`src/rtl/regdump_pkg.sv`:
```
// Shared constants for the register-file dump reader: default widths and FSM state encoding.
package regdump_pkg;

  localparam int unsigned NumRegsDef  = 32;
  localparam int unsigned FirstRegDef = 0;
  localparam int unsigned AddrWDef    = 5;
  localparam int unsigned DataWDef    = 32;
  localparam int unsigned IdxWDef     = 6;

  localparam logic [2:0] StIdle  = 3'd0;
  localparam logic [2:0] StFetch = 3'd1;
  localparam logic [2:0] StSend  = 3'd2;
  localparam logic [2:0] StCsum  = 3'd3;
  localparam logic [2:0] StDone  = 3'd4;

endpackage

```
`src/rtl/regfile_dump_reader.sv`:
```
// Walks the register file through one read port and streams each register as a valid/ready beat.
// Optional trailing XOR checksum beat is enabled by defining REGDUMP_CHECKSUM_EN.
module regfile_dump_reader
  import regdump_pkg::*;
#(
  parameter int unsigned NUM_REGS  = NumRegsDef,
  parameter int unsigned FIRST_REG = FirstRegDef,
  parameter int unsigned ADDR_W    = AddrWDef,
  parameter int unsigned DATA_W    = DataWDef,
  parameter int unsigned IDX_W     = IdxWDef
) (
  input  logic              clk,
  input  logic              rst,
  input  logic              start_i,
  input  logic              abort_i,
  output logic [ADDR_W-1:0] rd_addr_o,
  input  logic [DATA_W-1:0] rd_data_i,
  output logic              out_valid_o,
  input  logic              out_ready_i,
  output logic [DATA_W-1:0] out_data_o,
  output logic [IDX_W-1:0]  out_index_o,
  output logic              out_last_o,
  output logic              busy_o,
  output logic              done_o
);

  localparam logic [IDX_W-1:0] FirstIdx = IDX_W'(FIRST_REG);
  localparam logic [IDX_W-1:0] LastIdx  = IDX_W'(NUM_REGS - 1);

  if (FIRST_REG > NUM_REGS - 1) begin : g_bad_first_reg
    $error("regfile_dump_reader: FIRST_REG (%0d) exceeds NUM_REGS-1 (%0d)",
           FIRST_REG, NUM_REGS - 1);
  end

  logic [2:0]        state_q, state_d;
  logic [IDX_W-1:0]  idx_q, idx_d;
  logic              out_valid_q, out_valid_d;
  logic [DATA_W-1:0] out_data_q, out_data_d;
  logic [IDX_W-1:0]  out_index_q, out_index_d;
  logic              out_last_q, out_last_d;

`ifdef REGDUMP_CHECKSUM_EN
  localparam logic [IDX_W-1:0] CsumIdx = IDX_W'(NUM_REGS);
  logic [DATA_W-1:0] csum_q, csum_d;
`endif

  always_comb begin
    state_d     = state_q;
    idx_d       = idx_q;
    out_valid_d = out_valid_q;
    out_data_d  = out_data_q;
    out_index_d = out_index_q;
    out_last_d  = out_last_q;
`ifdef REGDUMP_CHECKSUM_EN
    csum_d      = csum_q;
`endif
    case (state_q)
      StIdle: begin
        // abort in the same cycle suppresses a start
        if (start_i && !abort_i) begin
          idx_d   = FirstIdx;
          state_d = StFetch;
`ifdef REGDUMP_CHECKSUM_EN
          csum_d  = '0;
`endif
        end
      end
      StFetch: begin
        if (abort_i) begin
          state_d = StIdle;
        end else begin
          out_data_d  = rd_data_i;
          out_index_d = idx_q;
          out_valid_d = 1'b1;
`ifdef REGDUMP_CHECKSUM_EN
          out_last_d  = 1'b0;
`else
          out_last_d  = (idx_q == LastIdx);
`endif
          state_d     = StSend;
        end
      end
      StSend: begin
        if (abort_i) begin
          out_valid_d = 1'b0;
          state_d     = StIdle;
        end else if (out_valid_q && out_ready_i) begin
          out_valid_d = 1'b0;
`ifdef REGDUMP_CHECKSUM_EN
          csum_d      = csum_q ^ out_data_q;
`endif
          if (idx_q < LastIdx) begin
            idx_d   = idx_q + 1'b1;
            state_d = StFetch;
          end else begin
`ifdef REGDUMP_CHECKSUM_EN
            state_d = StCsum;
`else
            state_d = StDone;
`endif
          end
        end
      end
`ifdef REGDUMP_CHECKSUM_EN
      StCsum: begin
        // First cycle loads the checksum beat, then it waits for its handshake
        if (abort_i) begin
          out_valid_d = 1'b0;
          state_d     = StIdle;
        end else if (!out_valid_q) begin
          out_data_d  = csum_q;
          out_index_d = CsumIdx;
          out_last_d  = 1'b1;
          out_valid_d = 1'b1;
        end else if (out_ready_i) begin
          out_valid_d = 1'b0;
          state_d     = StDone;
        end
      end
`endif
      StDone: begin
        state_d = StIdle;
      end
      default: begin
        state_d     = StIdle;
        out_valid_d = 1'b0;
      end
    endcase
  end

  always_ff @(posedge clk or posedge rst) begin
    if (rst) begin
      state_q     <= StIdle;
      idx_q       <= FirstIdx;
      out_valid_q <= 1'b0;
      out_data_q  <= '0;
      out_index_q <= '0;
      out_last_q  <= 1'b0;
`ifdef REGDUMP_CHECKSUM_EN
      csum_q      <= '0;
`endif
    end else begin
      state_q     <= state_d;
      idx_q       <= idx_d;
      out_valid_q <= out_valid_d;
      out_data_q  <= out_data_d;
      out_index_q <= out_index_d;
      out_last_q  <= out_last_d;
`ifdef REGDUMP_CHECKSUM_EN
      csum_q      <= csum_d;
`endif
    end
  end

  // Address stays on idx outside IDLE so a skipped x0 is never presented while busy
  assign rd_addr_o   = (state_q == StIdle) ? '0 : idx_q[ADDR_W-1:0];
  assign out_valid_o = out_valid_q;
  assign out_data_o  = out_data_q;
  assign out_index_o = out_index_q;
  assign out_last_o  = out_last_q;
  assign busy_o      = (state_q != StIdle);
  assign done_o      = (state_q == StDone);

endmodule
```
`config.mk`:
```
export PLATFORM = sky130hd
export DESIGN_NAME = regfile_dump_reader
export DESIGN_NICKNAME = d
export VERILOG_FILES = /design/src/rtl/regdump_pkg.sv /design/src/rtl/regfile_dump_reader.sv
export SDC_FILE = /design/constraint.sdc
export NUM_CORES = 1
export LEC_CHECK = 0
export CELL_PAD_IN_SITES_DETAIL_PLACEMENT = 1
export CELL_PAD_IN_SITES_GLOBAL_PLACEMENT = 1
export CORE_ASPECT_RATIO = 1.2
export CORE_MARGIN = 5
export CORE_UTILIZATION = 30
export CTS_BUF_LIST = sky130_fd_sc_hd__clkbuf_8
export DETAILED_ROUTE_END_ITERATION = 6
export PLACE_DENSITY = 0.79
export SLEW_MARGIN = 5
export SYNTH_ARGS = -nofsm -noshare
export SYNTH_HDL_FRONTEND = slang
export SYNTH_SLANG_ARGS = --single-unit
```
`constraint.sdc`:
```
create_clock -name clk -period 2.1 [get_ports clk]
set_input_delay 0.315 -clock clk [delete_from_list [all_inputs] [get_ports clk]]
set_output_delay 0.315 -clock clk [all_outputs]
set_load 0.05 [all_outputs]
```
==> impl_metrics.env <==
export IMPL_status="finished clean"
export IMPL_numCtsBuffers=5
export IMPL_chipWidth_um=84.69
export IMPL_average_wire_per_standard_cell_um=14.09
export IMPL_cts_resized=0
export IMPL_antenna_violations_before_repair=0
export IMPL_rsz0062_at_grt="false"
export IMPL_flow_area_growth_from_synthesis_pct=52.21
export IMPL_seq_area_frac_synth_pct=61.06
export IMPL_drt_first_iter_violations=48
export IMPL_grt_overflow=0
export IMPL_post_place_cells=387
export IMPL_drtAntennaViolNets=0
export IMPL_placedInstanceArea_um2=2942
export IMPL_multiInputGateArea_um2=723.2
export IMPL_timing_worst_slew_pin_value_ns=0.5372
export IMPL_count_of_port_buffers_added_during_placement=83
export IMPL_synth_cells=223
export IMPL_synth_area_um2=2008
export IMPL_power_sequential_fraction_pct=36.3
export IMPL_globalplace_congestion=0.7783
export IMPL_worst_min_delay_path_class="input port to async pin"
export IMPL_cts_hold_fix_buffers=0
export IMPL_hpwlAfterDp_mm=4.109
export IMPL_worst_skew_pair_late_latency_ns=0.30
export IMPL_design_final_nets=347
export IMPL_ys_dominant_reg_cell="dfrtp_1"
export IMPL_clkPwrFrac_pct=19.3
export IMPL_internal_power_mw=2.035
export IMPL_detail_route_first_pass_iterations=4
export IMPL_grt_first_pass_wirelength_mm=8.935
export IMPL_grt_start_max_net_pins=31
export IMPL_critical_path_arrival_ns=1.52
export IMPL_synth_avg_cell_area_um2=9.005
export IMPL_synth_lib_cells_used_distinct=28
export IMPL_worstPathCellList="clkdlybuf4s50_1"
export IMPL_synth_edf_count=0
export IMPL_drcViolationCount=0
export IMPL_design_area_um2=3057
export IMPL_worst_path_max_fanout=4
export IMPL_synth_seq_cells=49
export IMPL_final_cells=395
export IMPL_power_static_leakage_nw=1.478
export IMPL_placeableCoreArea_um2=6486
export IMPL_netSwitchingPower_mw=1.513
export IMPL_grt_pass1_vias=1791
export IMPL_synthesis_nets=261
export IMPL_synth_async_reset_ratio_pct=100.0
export IMPL_timing_max_slew_rel_slack_pct=64.08
export IMPL_share_comb_of_total_power_pct=44.4
export IMPL_timing_critical_path_to_type="output port"
export IMPL_drv_cap=0
export IMPL_antenna_cells=0
export IMPL_finalSetupTns_ns=0
export IMPL_fillCellCount=768
export IMPL_clk_path_buf_depth=2
export IMPL_path_clk_slew_ns=0.10
export IMPL_final_util_pct=47.13
export IMPL_route_final_wire_length_mm=5.564
export IMPL_layout_cells_most_common="nand2_1"
export IMPL_worstReg2RegStart="idx_q[0]"
export IMPL_max_freq_mhz=544.0
export IMPL_slowest_delay_ns=0.82
export IMPL_dr_total_vias=1811
export IMPL_final_min_period_over_clock_period_pct=87.53
export IMPL_worstPathRequired_ns=1.78
export IMPL_p_sw_share_pct=42.64
export IMPL_p_per_area_nw_per_um2=1161
export IMPL_post_route_cells_drive_above_1_share_pct=7.742
export IMPL_cpMaxStageDelayCell="clkdlybuf4s50_1"
export IMPL_reg2reg_setup_slack_ns=0.35
export IMPL_ctsHtreeMaxLevel=2
export IMPL_regToRegEndpoint="idx_q[3]"
export IMPL_r2r_worst_path_cells=5
export IMPL_die_area_um2=8437
export IMPL_yosys_warnings=0
export IMPL_fin_crit_ns=1.838
export IMPL_worst_path_buf_inv=1
export IMPL_finClkSkew_ns=0.004936
export IMPL_top_library_cells_by_usage_in_the_layout_fill_and_taps_aside="nand2_1, clkdlybuf4s50_1, dfrtp_1"
export IMPL_path_class="flop to output port"
export IMPL_slew_violations=0
export IMPL_floorplan_initialDensity_pct=30.96
export IMPL_post_cts_setup_buffer_count=0
export IMPL_boundaryPins=84
export IMPL_drt_vias_per_instance=4.585
export IMPL_cts_root_buf="clkbuf_8"
export IMPL_critPathTopFamily="buffers and inverters"
export IMPL_grt_total_usage_pct=13.05
export IMPL_max_rail_drop_vdd_mv=0.5453
export IMPL_die_height_um=99.63
export IMPL_clock_sinks=49
export IMPL_timing_final_setup_violations=0
export IMPL_final_hold_violation_count=0
export IMPL_rows=32
export IMPL_area_sequential_um2=1226
export IMPL_worst_setup_path_start_kind="flop"
export IMPL_clock_tree_from_tritoncts="yes"
==> registers in the layout, indices dropped and copies added, names as in the netlist <==
| register | cells |
|---|---|
| idx_q | 6 |
| state_q | 3 |
| out_index_o | 6 |
| out_data_o | 32 |
| out_last_o | 1 |
| out_valid_o | 1 |
==> routing by layer <==
layer / vias up / track usage, % / part of all wire (%)
met5: - / 0 / 0
met4: 0 / 3.289 / 0.22
met3: 2 / 3.563 / 5.7
met2: 63 / 22.00 / 50
met1: 868 / 16.58 / 44
li1: 878 / - / -
==> cell type report <==
type | instances | area share, %
flip-flops and latches | 49 | 40.11
well taps | 85 | 3.479
multi-input cells | 160 | 23.66
inverters | 4 | 0.4912
clock buffers | 5 | 2.251
repair buffers | 89 | 28.49
clock inverters | 3 | 1.515
==> power groups by stage <==
stage | Sequential, mW | Clock [mW] | Combinational, mW
after floorplan | 2.05 | 0 | 0.245
after global placement | 1.30 | 0 | 1.57
after detailed placement | 1.31 | 0 | 1.60
after CTS | 1.29 | 0.707 | 1.60
after global routing | 1.32 | 0.745 | 1.66
final | 1.29 | 0.685 | 1.58
==> how the worst max path moves through the flow <==
stage                       end  slack, ns        start  cells after the start
CTS                 out_valid_o       0.25  out_valid_o                      1
global route        out_valid_o       0.20  out_valid_o                      1
detailed placement     idx_q[2]       0.27  out_ready_i                      5
finish              out_valid_o       0.26  out_valid_o                      1
floorplan                done_o       0.14   state_q[0]                      2
global placement       idx_q[2]       0.33  out_ready_i                      5
==> cell usage after synthesis (all sizes together), types with 2 or more instances <==
cell type	instances	area, um^2
nor2	6	22.52
inv	4	15.01
a21oi	2	10.01
clkbuf	5	18.77
nand3	6	30.03
dfrtp	49	1226
nand2	119	446.7
and4b	2	20.02
o21ai	4	20.02
buf	5	31.28
nor2b	4	25.02
nand3b	2	15.01
==> through the flow <==
stage               hold WS, ns  total power [mW]  setup WS, ns
finish                   0.3371             3.548        0.2619
global placement         0.4567             2.873        0.3264
CTS                      0.3502             3.599        0.2530
global route             0.3560             3.721        0.1984
floorplan                0.4204             2.290        0.1419
detailed placement       0.4636             2.905        0.2656
==> logic make-up after synthesis <==
family	Yosys count	synth area share, %
flip-flops	49	61.06
AO/OA/AOI/OAI	12	3.926
buffers and inverters	14	3.240
adder cells (fa/ha/maj)	1	0.6230
AND/OR/NAND/NOR	147	31.15
Power figures use the tool's default switching activity.
==> patch: new RTL, same flow settings <==
Make the reset (`rst`) synchronous in one clocked block.
--- a/src/rtl/regfile_dump_reader.sv
+++ b/src/rtl/regfile_dump_reader.sv
@@ -128,7 +128,7 @@
     endcase
   end
 
-  always_ff @(posedge clk or posedge rst) begin
+  always_ff @(posedge clk) begin
     if (rst) begin
       state_q     <= StIdle;
       idx_q       <= FirstIdx;
Behaviour: differs if rst is asserted again (counterexample within 4 cycles, from zero or initial values and one cycle with rst high); with rst held inactive, the same outputs for 10 cycles.
==> patch against the unedited design <==
- design area decreased by 1.7%
- register-to-register slack lost 0.03 ns
- setup slack lost 0.087 ns
- synthesized area decreased by 2.4%
- wire length grew 5.9%
- sequential cell count stayed put
- cell count increased by 4.3%
- count of clock-buffer cells in the layout unchanged
- via count increased by 8.1%
Power is not compared: it rests on default switching activity, and its combinational part moved more than twofold at a synthesized area within 25%.
==> patch: results (changes against the unedited design) <==
- The number of resized instances in the post-cts repair step is 0 (unchanged).
- The worst-case IR drop observed on VDD is 0.000368 V.
- The post-synthesis cell type count came to 32 (+14%).
- The Yosys warning count is 0 (unchanged).
- The number of I/O port buffers was 83 (unchanged).
- The commonest cells after synthesis are nand2_1, dfxtp_1, a21oi_1.
- The maximum count of clock buffers along a single path is 2 (unchanged).
- The sum of net half-perimeters after detailed placement was 4350 um (+5.8%).
- The count of buffers added by post-CTS timing repair for setup is 0 (unchanged).
- The total number of nets in the final design is 364 (+4.9%).
- The total non-filler cell area in the finished layout is 3000 sq um (-1.7%).
- Yosys attributes the largest share of cell area to dfxtp_1, nand2_1, a21oi_1, nand3_1, clkbuf_1.
- In this run the clock root is driven by a clkbuf_8.
- The class of the tightest hold or removal check is flip-flop to flip-flop.
- The clock latency reported for the late side of the worst-skew pair came to 0.30 ns (about the same).
- The number of antenna violations at the first check in global routing is 0 (unchanged).
- The async set or reset register ratio after synthesis is 0 (-1.00).
- The antenna diode count is 0 (unchanged).
- The sum of met2 wire segment lengths after detailed routing is 3030 um (+8.8%).
- The ratio of routed vias to standard cells is 4.75 (+3.7%).
- The maximum number of pins on one net before global-route repair is 41 (+32%).
- The worst-case headroom to the max-slew limit is 0.544 (-0.0968).
- The critical path arrival is 1.61 ns (+0.09 ns).
- The highest cell delay on the worst timing path is 0.85 ns (+0.03 ns).
- The final weighted congestion of routability-driven global placement came to 0.820 (+5.4%).
- The total clock buffers created by CTS is 5 (unchanged).
- The via count of the first global-routing pass is 2,095 (+17%).
- The number of H-tree levels was 2 (unchanged).
- The post-synthesis net count is 282 (+8.0%).
- The run finished with clean final reports.
- The sequential cell area fraction in the yosys report is 0.500 (-0.110).
- The fraction of layout instances using a drive strength above 1 is 0.0917 (+0.0143).
- The highest metal layer with signal wires is met4.
- The slowest stage of the critical path is the clkdlybuf4s50_1 cell.
- The kind of cell adding the most delay to the critical path is buffers and inverters.
- The most used flip-flop cell after synthesis is dfxtp_1.
- The layout filler cell count is 772 (+0.52%).
- The average detailed-routed wire length per instance is 14.3 um (+1.6%).
- For this design the static power due to leakage is 1.02 nW.
- The total routing resource utilization after global routing is 0.142 (+0.0119).
- The number of DRC markers in iteration 0 is 64 (+33%).
- The number of detailed-routing iterations run before antenna repair is 4 (unchanged).
- The worst setup skew after layout came to 0.0123 ns (+0.00734 ns).
- The number of flip-flops under the largest register name was 32 (unchanged).
- The global-route wire length before repair came to 9850 um (+10%).
- The detailed route wirelength on metal3 came to 376 um (+18%).
- The met1 wire length is 2450 um (about the same).
- The maximum fanout along the worst path is 6 (+2).
- The clock-pin slew reported for the worst setup and hold paths after clock tree synthesis is 0.08 ns (-0.02 ns).
- The instance area after placement came to 2890 sq um (-1.7%).
-- patch: path summary, 6_finish.rpt --
| kind | depth (start not counted) | slack [ns] | start | endpoint |
|---|---|---|---|---|
| worst max-delay path | 1 | 0.17 | out_valid_o | out_valid_o |
| worst min-delay path | 2 | 0.46 | out_last_o | out_last_o |
| worst max register to register | 5 | 0.32 | idx_q[0] | idx_q[3] |
| worst min register to register | 2 | 0.46 | out_last_o | out_last_o |
-- patch: final cells by class --
class | count | share of cell area
sequential | 49 | 0.327
timing repair buffer | 92 | 0.300
multi-input combinational | 177 | 0.299
tap | 85 | 0.0354
clock buffer | 5 | 0.0229
clock inverter | 3 | 0.0146
inverter | 1 | 0.00125
-- patch: logic make-up after synthesis --
family | after synthesis | synth area share
simple gates | 123 | 0.299
compound gates | 53 | 0.150
buf+inv | 18 | 0.0440
flops | 49 | 0.500
fa+ha+maj | 1 | 0.00638
-- patch: power by group --
group	internal (mW)	leakage [nW]	switching [mW]
Combinational	0.130	0.564	0.174
Clock	0.357	0.0585	0.323
Sequential	0.952	0.396	0.0180
-- patch: per-layer routing --
metal  GRT usage  vias up
met5           0        -
met4      0.0260        0
met3      0.0485        4
met2       0.267       52
met1       0.156      923
li1            -      979
-- patch: through the flow --
step / setup slack [ns] / instances
4_1_cts: 0.150 / 412
3_3_place_gp: 0.228 / 404
3_5_place_dp: 0.163 / 404
6_report: 0.175 / 412
5_1_grt: 0.114 / 412
2_1_floorplan: 0.412 / 244
